**config.mk**
```make
export PLATFORM = sky130hd
export DESIGN_NAME = alu_share_arb
export DESIGN_NICKNAME = d
export VERILOG_FILES = /design/src/rtl/alu_share_arb_pkg.sv /design/src/rtl/alu_share_arb_alu.sv /design/src/rtl/alu_share_arb_rr_pick.sv /design/src/rtl/alu_share_arb.sv
export SDC_FILE = /design/constraint.sdc
export NUM_CORES = 2
export LEC_CHECK = 0
export CAP_MARGIN = 20
export CORE_MARGIN = 4
export CORE_UTILIZATION = 60
export CTS_CLUSTER_DIAMETER = 120
export DETAILED_ROUTE_END_ITERATION = 16
export HOLD_SLACK_MARGIN = 0.03
export PLACE_DENSITY_LB_ADDON = 0.1
export RECOVER_POWER = 25
export SLEW_MARGIN = 0
export SYNTH_ARGS = -nofsm -noshare
export SYNTH_HDL_FRONTEND = slang
export SYNTH_HIERARCHICAL = 1
export SYNTH_SLANG_ARGS = --single-unit
```
**constraint.sdc**
```tcl
create_clock -name clk -period 9.58 [get_ports clk]
set_input_delay 0.958 -clock clk [delete_from_list [all_inputs] [get_ports clk]]
set_output_delay 0.958 -clock clk [all_outputs]
set_load 0.1 [all_outputs]
```
**src/rtl/alu_share_arb_pkg.sv**
```systemverilog
// alu_arb_pkg: shared state encoding and ALUFN codes for the shared-ALU arbiter
package alu_arb_pkg;
  typedef enum logic [1:0] {IDLE, EXEC, RESP} arb_state_t;
  localparam logic [5:0] ADD   = 6'h00;
  localparam logic [5:0] SUB   = 6'h01;
  localparam logic [5:0] MUL   = 6'h02;
  localparam logic [5:0] AND   = 6'h18;
  localparam logic [5:0] OR    = 6'h1E;
  localparam logic [5:0] XOR   = 6'h16;
  localparam logic [5:0] A     = 6'h1A;
  localparam logic [5:0] SHL   = 6'h20;
  localparam logic [5:0] SRA   = 6'h23;
  localparam logic [5:0] CMPEQ = 6'h33;
  localparam logic [5:0] CMPLT = 6'h35;
  localparam logic [5:0] CMPLE = 6'h37;
endpackage

```
**src/rtl/alu_share_arb_alu.sv**
```systemverilog
// Alu: combinational ALU decoding the ALUFN map; flags come from the add/sub unit
module Alu
  import alu_arb_pkg::*;
(
  input  logic [5:0]  alufn,
  input  logic [31:0] a,
  input  logic [31:0] b,
  output logic [31:0] alu,
  output logic        z,
  output logic        v,
  output logic        n
);
  logic [31:0] bb;
  logic [31:0] s;
  logic        lt;
  // alufn[0] selects subtract, which also serves the compares
  always_comb begin
    bb = alufn[0] ? ~b : b;
    s = a + bb + {31'b0, alufn[0]};
    z = s == '0;
    n = s[31];
    v = (a[31] == bb[31]) && (s[31] != a[31]);
    lt = n ^ v;
    alu = '0;
    case (alufn)
      ADD, SUB: alu = s;
      MUL:      alu = a * b;
      AND:      alu = a & b;
      OR:       alu = a | b;
      XOR:      alu = a ^ b;
      A:        alu = a;
      SHL:      alu = a << b[4:0];
      SRA:      alu = $signed(a) >>> b[4:0];
      CMPEQ:    alu = {31'b0, z};
      CMPLT:    alu = {31'b0, lt};
      CMPLE:    alu = {31'b0, z | lt};
      default:  alu = '0;
    endcase
  end
endmodule

```
**src/rtl/alu_share_arb_rr_pick.sv**
```systemverilog
// rr_pick: round-robin winner selection starting at ptr, scanning upward with wrap
module rr_pick #(
  parameter int NREQ = 2,
  parameter int IDW  = 1
) (
  input  logic [NREQ-1:0] req,
  input  logic [IDW-1:0]  ptr,
  output logic [NREQ-1:0] gnt,
  output logic [IDW-1:0]  idx
);
  logic [IDW-1:0] j;
  // scan farthest-first so the candidate closest to ptr overwrites the rest
  always_comb begin
    gnt = '0;
    idx = '0;
    j = '0;
    for (int k = NREQ - 1; k >= 0; k--) begin
      j = IDW'((int'(ptr) + k) % NREQ);
      if (req[j]) begin
        gnt = NREQ'(1) << j;
        idx = j;
      end
    end
  end
endmodule

```
**src/rtl/alu_share_arb.sv**
```systemverilog
// alu_share_arb: round-robin sharing of one registered ALU among NREQ requesters
module alu_share_arb
  import alu_arb_pkg::*;
#(
  parameter int NREQ = 2,
  parameter int IDW  = (NREQ > 1) ? $clog2(NREQ) : 1
) (
  input  logic              clk,
  input  logic              rst_n,
  input  logic [NREQ-1:0]   req_valid,
  output logic [NREQ-1:0]   req_ready,
  input  logic [6*NREQ-1:0] req_alufn,
  input  logic [32*NREQ-1:0] req_a,
  input  logic [32*NREQ-1:0] req_b,
  output logic [NREQ-1:0]   rsp_valid,
  input  logic [NREQ-1:0]   rsp_ready,
  output logic [31:0]       rsp_data,
  output logic              rsp_z,
  output logic              rsp_v,
  output logic              rsp_n,
  output logic              busy,
  output logic [IDW-1:0]    gnt_id
);
  arb_state_t      state;
  logic [IDW-1:0]  ptr;
  logic [IDW-1:0]  owner;
  logic [IDW-1:0]  nxt_ptr;
  logic [IDW-1:0]  win;
  logic [NREQ-1:0] cand;
  logic [NREQ-1:0] gnt;
  logic            done;
  logic [5:0]      op_fn;
  logic [31:0]     op_a;
  logic [31:0]     op_b;
  logic [31:0]     alu_y;
  logic            alu_z;
  logic            alu_v;
  logic            alu_n;

  assign done = state == RESP && rsp_ready[owner];
  assign nxt_ptr = (owner == IDW'(NREQ - 1)) ? '0 : owner + 1'b1;
  assign cand = (state == IDLE || done) ? req_valid : '0;
  assign req_ready = gnt;
  assign gnt_id = owner;

  rr_pick #(.NREQ(NREQ), .IDW(IDW)) u_pick (
    .req (cand),
    .ptr (done ? nxt_ptr : ptr),
    .gnt (gnt),
    .idx (win)
  );

  Alu u_alu (
    .alufn (op_fn),
    .a     (op_a),
    .b     (op_b),
    .alu   (alu_y),
    .z     (alu_z),
    .v     (alu_v),
    .n     (alu_n)
  );

  // FSM; an accept in the completing RESP cycle overrides the fall back to IDLE
  always_ff @(posedge clk) begin
    if (!rst_n) begin
      state <= IDLE;
      ptr <= '0;
      owner <= '0;
      busy <= 1'b0;
      rsp_valid <= '0;
      op_fn <= '0;
      op_a <= '0;
      op_b <= '0;
      rsp_data <= '0;
      rsp_z <= 1'b0;
      rsp_v <= 1'b0;
      rsp_n <= 1'b0;
    end else begin
      if (state == EXEC) begin
        rsp_data <= alu_y;
        rsp_z <= alu_z;
        rsp_v <= alu_v;
        rsp_n <= alu_n;
        rsp_valid <= NREQ'(1) << owner;
        state <= RESP;
      end
      if (done) begin
        ptr <= nxt_ptr;
        rsp_valid <= '0;
        busy <= 1'b0;
        state <= IDLE;
      end
      if (|gnt) begin
        op_fn <= req_alufn[6*win +: 6];
        op_a <= req_a[32*win +: 32];
        op_b <= req_b[32*win +: 32];
        owner <= win;
        busy <= 1'b1;
        state <= EXEC;
      end
    end
  end
endmodule

```
# Word-level counts from Yosys, hierarchy flattened
# Cells that the tools add are included.
# totals
reg_bits	112
latchBits	0
ram_bits	0
romBits	0
output_inout_bits	41
wordCells	84
n_memories	0
# op_classes
addsub	4
n_mul	2
div_mod_pow	0
order_cmp	3
eq_ne	15
n_shift	8
muxes	20
bitwise	7
reduce_logical	12
# ops
op	count
one-hot mux 32 bit (11 select lines)	1
variable part select 64 x 7 -> 32 bit	2
adder 32 x 1 -> 32 bit	1
adder 32 bit	1
bitwise AND 32 bit	1
zero test 32 bit	1
multiplier 32 x 32 -> 32 bit	1
two-way mux 32 bit	1
inverter 32 bit	1
OR 32 bit	1
<< shifter 32 x 5 -> 32 bit	1
>>> shifter 32 x 5 -> 32 bit	1
XOR 32 bit	1
== test 6 bit (second input constant)	5
== test 6 x 5 -> 1 bit (second input constant)	4
two-way mux 1 bit	15
variable part select 12 x 5 -> 6 bit	1
== test 6 x 1 -> 1 bit (second input constant)	1
== test 6 x 2 -> 1 bit (second input constant)	1
zero test 6 bit	1
less-than comparator 1 x 2 -> 1 bit (second input constant)	3
two-way mux 2 bit	3
OR reduction 2 bit	3
<< shifter 1 x 1 -> 2 bit (first input constant)	3
other kinds (15)	17

# Depth between registers and ports, before layout
# depth
depth_word	11
depth_mapped	32

# Modules after synthesis
# Netlist, hierarchy kept.
# modules_own_cells
mod	instances	cells_each	area_each_um2	seq_area_each_um2
Alu	1	2899	22811.9	0.0
alu_share_arb	1	492	4545.6	2242.2
rr_pick	1	4	26.3	0.0

# Least setup slack after synthesis
# OpenSTA, ideal clock, no wires.
# synth_timing
path_type	reg2reg
start	reg op_b[2]
end	reg rsp_data[31]
setup_time_ns	0.119
arrival_time_ns	7.813
required_ns	9.461
path_slack_ns	1.648
stages_incl_launch_ff	31
path_buffers	4
path_cell_list	dfxtp_1 -> clkbuf_1 -> clkinv_1 -> clkbuf_1 -> clkbuf_1 -> buf_1 -> nor2_1 -> fa_1 -> inv_1 -> fa_1 -> fa_1 -> fa_1 -> inv_1 -> fa_1 -> inv_1 -> fa_1 -> inv_1 -> fa_1 -> fa_1 -> ha_1 -> a21oi_1 -> o21ai_0 -> nand3_1 -> nand3_1 -> a32o_1 -> o31a_1 -> o41ai_1 -> mux2i_1 -> o21ai_1 -> nand2_1 -> a21boi_1
# synth_via
elab_chain_len	5
word_cells_on_any_way	8
# synth_rtl
item	line	source
start: declaration	alu_share_arb.sv:34	logic [31:0] op_b;
start signal: assignment	alu_share_arb.sv:96	op_b <= req_b[32*win +: 32];
inverter 32 bit	alu_share_arb_alu.sv:18	bb = alufn[0] ? ~b : b;
two-way mux 32 bit	alu_share_arb_alu.sv:18	
adder 32 bit	alu_share_arb_alu.sv:19	s = a + bb + {31'b0, alufn[0]};
adder 32 x 1 -> 32 bit	alu_share_arb_alu.sv:19	
one-hot mux 32 bit (11 select lines) (*)	alu_share_arb_alu.sv:25	case (alufn)
via alu_y[31]	alu_share_arb.sv:35	logic [31:0] alu_y;
end signal: assignment	alu_share_arb.sv:80	rsp_data <= alu_y;
end: declaration	alu_share_arb.sv:17	output logic [31:0] rsp_data,
# The timed path passes the listed nets; every way through them passes the cells marked *.
# A chain may end at the register's enable or synchronous reset.

# Worst setup path in the final report
# layout_timing
start	reg op_b[3]
end	reg rsp_data[31]
# The elaborated chain is that of the path after synthesis.

==> impl_table.tex <==
\begin{tabular}{lr}
\hline
Metric & Value \\
\hline
\multicolumn{2}{l}{\textbf{Timing}} \\
Final sum of negative setup slack & 0 ns \\
Final worst-path setup slack & approximately 1.3 ns \\
Worst Tran Pin Value & 1.77 ns \\
Min Tclk post-route & a little over 8 ns \\
FMAX & 120 MHz \\
Number of max-slew violations in the final report & just over 40 \\
Setup repair after global routing missed its margin & false \\
Headroom to the max-slew limit & -0.179 \\
Ratio of final minimum period to clock period & 0.868 \\
Final-report hold violation count & 0 \\
Setup Viol. Count Final & 0 \\
Skew final & approximately 0.021 ns \\
\multicolumn{2}{l}{\textbf{CTS}} \\
Clk slew on worst S/H paths & 0.09 ns \\
Clock Root Buffer & sky130\_fd\_sc\_hd\_\_clkbuf\_16 \\
Deepest level of the CTS H-tree & 3 \\
Clock tree sinks & between 100 and 150 \\
Number of buffers created by CTS & 9 \\
Number of buffers inserted to repair setup after CTS & 0 \\
Maximum root-to-sink buffer count & 2 \\
Number of instances resized during post-cts repair & 0 \\
Source-to-sink clock delay at the later pin of the worst-skew pair & 0.41 ns \\
Cts hold-fix bufs & 0 \\
Clock tree from TritonCTS & done \\
\multicolumn{2}{l}{\textbf{Synthesis}} \\
Syn. warnings & 6 \\
Total of flip-flops plus latches after synthesis & 112 \\
Library cells used by synthesis & 85 \\
Most common cell in the netlist & sky130\_fd\_sc\_hd\_\_nor2\_1 \\
Top cell types by occurrence after synthesis & 458 x sky130\_fd\_sc\_hd\_\_nor2\_1, 449 x sky130\_fd\_sc\_hd\_\_inv\_1, 441 x sky130\_fd\_sc\_hd\_\_nand2\_1 \\
Post-synthesis instance area & roughly 0.027 mm2 \\
Number of nets produced by synthesis & 4,168 \\
Number of enable flip-flop cells after synthesis & 0 \\
Share of async-settable or async-resettable flops after synthesis & 0 \\
Most used DFF post-synth & sky130\_fd\_sc\_hd\_\_dfxtp\_1 \\
Share of the synthesized area in the top cell type & 0.299 \\
Leading cell types by total area after synthesis & sky130\_fd\_sc\_hd\_\_fa\_1 30\%, sky130\_fd\_sc\_hd\_\_ha\_1 10\%, sky130\_fd\_sc\_hd\_\_dfxtp\_1 8.2\%, sky130\_fd\_sc\_hd\_\_nor2\_1 6.3\%, sky130\_fd\_sc\_hd\_\_inv\_1 6.2\% \\
Number of standard cells after synthesis & around 3.4k \\
Share of the yosys chip area belonging to registers & 0.0819 \\
Cell accounting for the most synthesized area & sky130\_fd\_sc\_hd\_\_fa\_1 \\
Per-instance average area after synthesis & $\sim$8.1 um2 \\
\multicolumn{2}{l}{\textbf{Global routing}} \\
All-Layer GR Usage & 0.453 \\
Wire length of the first global-routing pass & approximately 170 mm \\
Vias in the first global route & around 27k \\
Overflow left after global routing & 0 \\
Initial antenna violation count & 1 \\
Maximum number of pins on one net before global-route repair & between 70 and 80 \\
\multicolumn{2}{l}{\textbf{Finish}} \\
Post-synthesis to final-layout area growth & 9.83\% \\
Number of standard cells in the layout, taps in and fillers out & 4,070 \\
Number of inserted filler cells in the final layout & between 3k and 4k \\
Layout Cell Area excl Fill & 0.0301 mm2 \\
Proportion of layout cells with a drive suffix above 1 & 0.0496 \\
Final layout net count & about 4.2k \\
\multicolumn{2}{l}{\textbf{Floorplanning}} \\
Area of the die & roughly 0.05 mm2 \\
Core box area & roughly 0.045 mm2 \\
Starting density of the core & 0.605 \\
Site row count & about 80 \\
DIE HEIGHT & 222 um \\
Die boundary width & between 200 and 250 um \\
Count of pins on the block boundary & 187 \\
\multicolumn{2}{l}{\textbf{Critical path}} \\
WP data arrival & approximately 8.6 ns \\
Startpoint type of the worst setup path & flip-flop \\
Kind of critical path & flip-flop to flip-flop \\
Depth of the worst register-to-register path & 26 \\
Required time at the endpoint of the critical path & around 9.9 ns \\
Start of the worst register-to-register path & op\_b[3]\$\_SDFFE\_PN0P\_ \\
Crit path launch & op\_b[3]\$\_SDFFE\_PN0P\_ \\
CP max FO & 16 \\
Worst setup EP type & flip-flop \\
\multicolumn{2}{l}{\textbf{Placed design}} \\
Standard cell area after detailed placement & 0.0297 mm2 \\
HPWL after DPL & between 80 and 90 mm \\
Post-placement setup slack & around 1.5 ns \\
Port bufs & $\sim$190 \\
Total placed cells including tap cells & roughly 4.1k \\
Last weighted congestion value of the routability-driven placer & about 1.1 \\
\multicolumn{2}{l}{\textbf{Power}} \\
Peak ir drop on the vdd network & around 0.18 mV \\
Total power divided by cell area & 161 mW/mm2 \\
Static leakage & $\sim$14 nW \\
\multicolumn{2}{l}{\textbf{Detailed routing}} \\
DRC violations left & 0 \\
First-pass iteration count of the detailed router & 7 \\
Post-detailed-routing wire length & roughly 110 mm \\
Number of nets with antenna violations after routing & 0 \\
Routed WL per cell & roughly 28 um \\
Initial DRC count & approximately 3.9k \\
Average vias per placed instance & between 6 and 7 \\
Via Count & approximately 27k \\
\multicolumn{2}{l}{\textbf{Worst hold path}} \\
Cell depth of the worst min-delay path & 2 \\
Min-Delay Path Class & flip-flop to flip-flop \\
Worst hold start & rsp\_data[13]\$\_SDFFE\_PN0N\_ \\
\multicolumn{2}{l}{\textbf{Run}} \\
Reported max-cap violation count & 1 \\
\multicolumn{2}{l}{\textbf{Outcome}} \\
Run status & complete, but fails checks \\
Failing checks & max-capacitance violations, max-slew violations \\
\hline
\end{tabular}
## cells in the final DEF (no fill, tap or decap), types with 87 or more instances in the layout
cell type                           n
sky130_fd_sc_hd__nand2_1          441
sky130_fd_sc_hd__buf_4             87
sky130_fd_sc_hd__a21oi_1          100
sky130_fd_sc_hd__dfxtp_1          107
sky130_fd_sc_hd__clkdlybuf4s50_1  151
sky130_fd_sc_hd__nor2_1           456
sky130_fd_sc_hd__inv_1            448
sky130_fd_sc_hd__mux2i_1          163
sky130_fd_sc_hd__o21ai_0          208
sky130_fd_sc_hd__ha_1             218
sky130_fd_sc_hd__fa_1             409
## worst max-delay path, stage by stage, from the launching register on
cell and delay [ns]:
sky130_fd_sc_hd__dfxtp_2 0.65, sky130_fd_sc_hd__clkinv_1 0.54, sky130_fd_sc_hd__buf_4 0.34, sky130_fd_sc_hd__nor2_1 0.21, sky130_fd_sc_hd__fa_1 0.50, sky130_fd_sc_hd__fa_1 0.53
sky130_fd_sc_hd__fa_1 0.45, sky130_fd_sc_hd__fa_1 0.55, sky130_fd_sc_hd__ha_1 0.22, sky130_fd_sc_hd__ha_1 0.27, sky130_fd_sc_hd__inv_1 0.05, sky130_fd_sc_hd__fa_1 0.49
sky130_fd_sc_hd__inv_1 0.05, sky130_fd_sc_hd__fa_1 0.44, sky130_fd_sc_hd__ha_1 0.36, sky130_fd_sc_hd__and4_1 0.25, sky130_fd_sc_hd__nand3_1 0.09, sky130_fd_sc_hd__nand3_1 0.10
sky130_fd_sc_hd__o31ai_1 0.25, sky130_fd_sc_hd__nand3_1 0.29, sky130_fd_sc_hd__a32o_1 0.42, sky130_fd_sc_hd__o31a_1 0.31, sky130_fd_sc_hd__o41ai_1 0.34, sky130_fd_sc_hd__mux2i_1 0.27
sky130_fd_sc_hd__o21ai_1 0.08, sky130_fd_sc_hd__nand2_1 0.07, sky130_fd_sc_hd__a21boi_1 0.06
## flip-flops by register name, summed over array words and instances (netlist names)
signal	flops
busy	1
state	2
rsp_v	1
rsp_n	1
rsp_data	32
rsp_z	1
op_b	32
ptr	1
rsp_valid	2
op_fn	6
gnt_id	1
op_a	32
## metrics by stage
step | util | total power, mW | hold slack [ns]
after global placement | 0.657 | 4.13 | 0.444
after detailed placement | 0.657 | 4.21 | 0.453
final | 0.664 | 4.83 | 0.457
after CTS | 0.664 | 4.66 | 0.465
after floorplan | - | 2.95 | 0.423
after global routing | 0.664 | 5.03 | 0.479
## cell type report
| class | instances | area (um2) | area share |
|---|---|---|---|
| repair buffers | 276 | 2540 | 0.0846 |
| multi-input cells | 2599 | 22500 | 0.747 |
| clock buffers | 9 | 225 | 0.00749 |
| clock inverters | 7 | 92.6 | 0.00308 |
| diodes | 2 | 5.00 | 0.000166 |
| well taps | 600 | 751 | 0.0250 |
| flip-flops and latches | 112 | 2250 | 0.0748 |
| inverters | 465 | 1750 | 0.0580 |
## power by group
| group | internal [mW] | leakage (nW) | total [mW] | switching (mW) |
|---|---|---|---|---|
| combinational | 1.29 | 12.9 | 3.77 | 2.48 |
| sequential | 0.520 | 0.921 | 0.621 | 0.101 |
| clock | 0.191 | 0.150 | 0.437 | 0.246 |
| total | 2.00 | 14.0 | 4.83 | 2.83 |
## path summary, 6_finish.rpt
check	to	slack, ns
worst max-delay path	rsp_data[31]$_SDFFE_PN0N_	1.26
worst min-delay path	rsp_data[13]$_SDFFE_PN0N_	0.46
worst max register to register	rsp_data[31]$_SDFFE_PN0N_	1.26
worst min register to register	rsp_data[13]$_SDFFE_PN0N_	0.46
## per-layer routing
metal	vias up	wire length, um	track usage	part of all wire
li1	11100	-	-	-
met1	12800	40100	0.555	0.35
met2	2246	47100	0.655	0.41
met3	592	16400	0.167	0.14
met4	2	10800	0.331	0.094
met5	-	10	0	0.000087
## logic make-up after synthesis
family / after synthesis / synth area share
xor+xnor: 135 / 0.0437
fa+ha+maj: 627 / 0.399
simple gates: 1066 / 0.161
compound gates: 584 / 0.139
flops: 112 / 0.0819
buf+inv: 684 / 0.0987
mux: 187 / 0.0769
No activity file was read; power rests on OpenSTA's default activity.
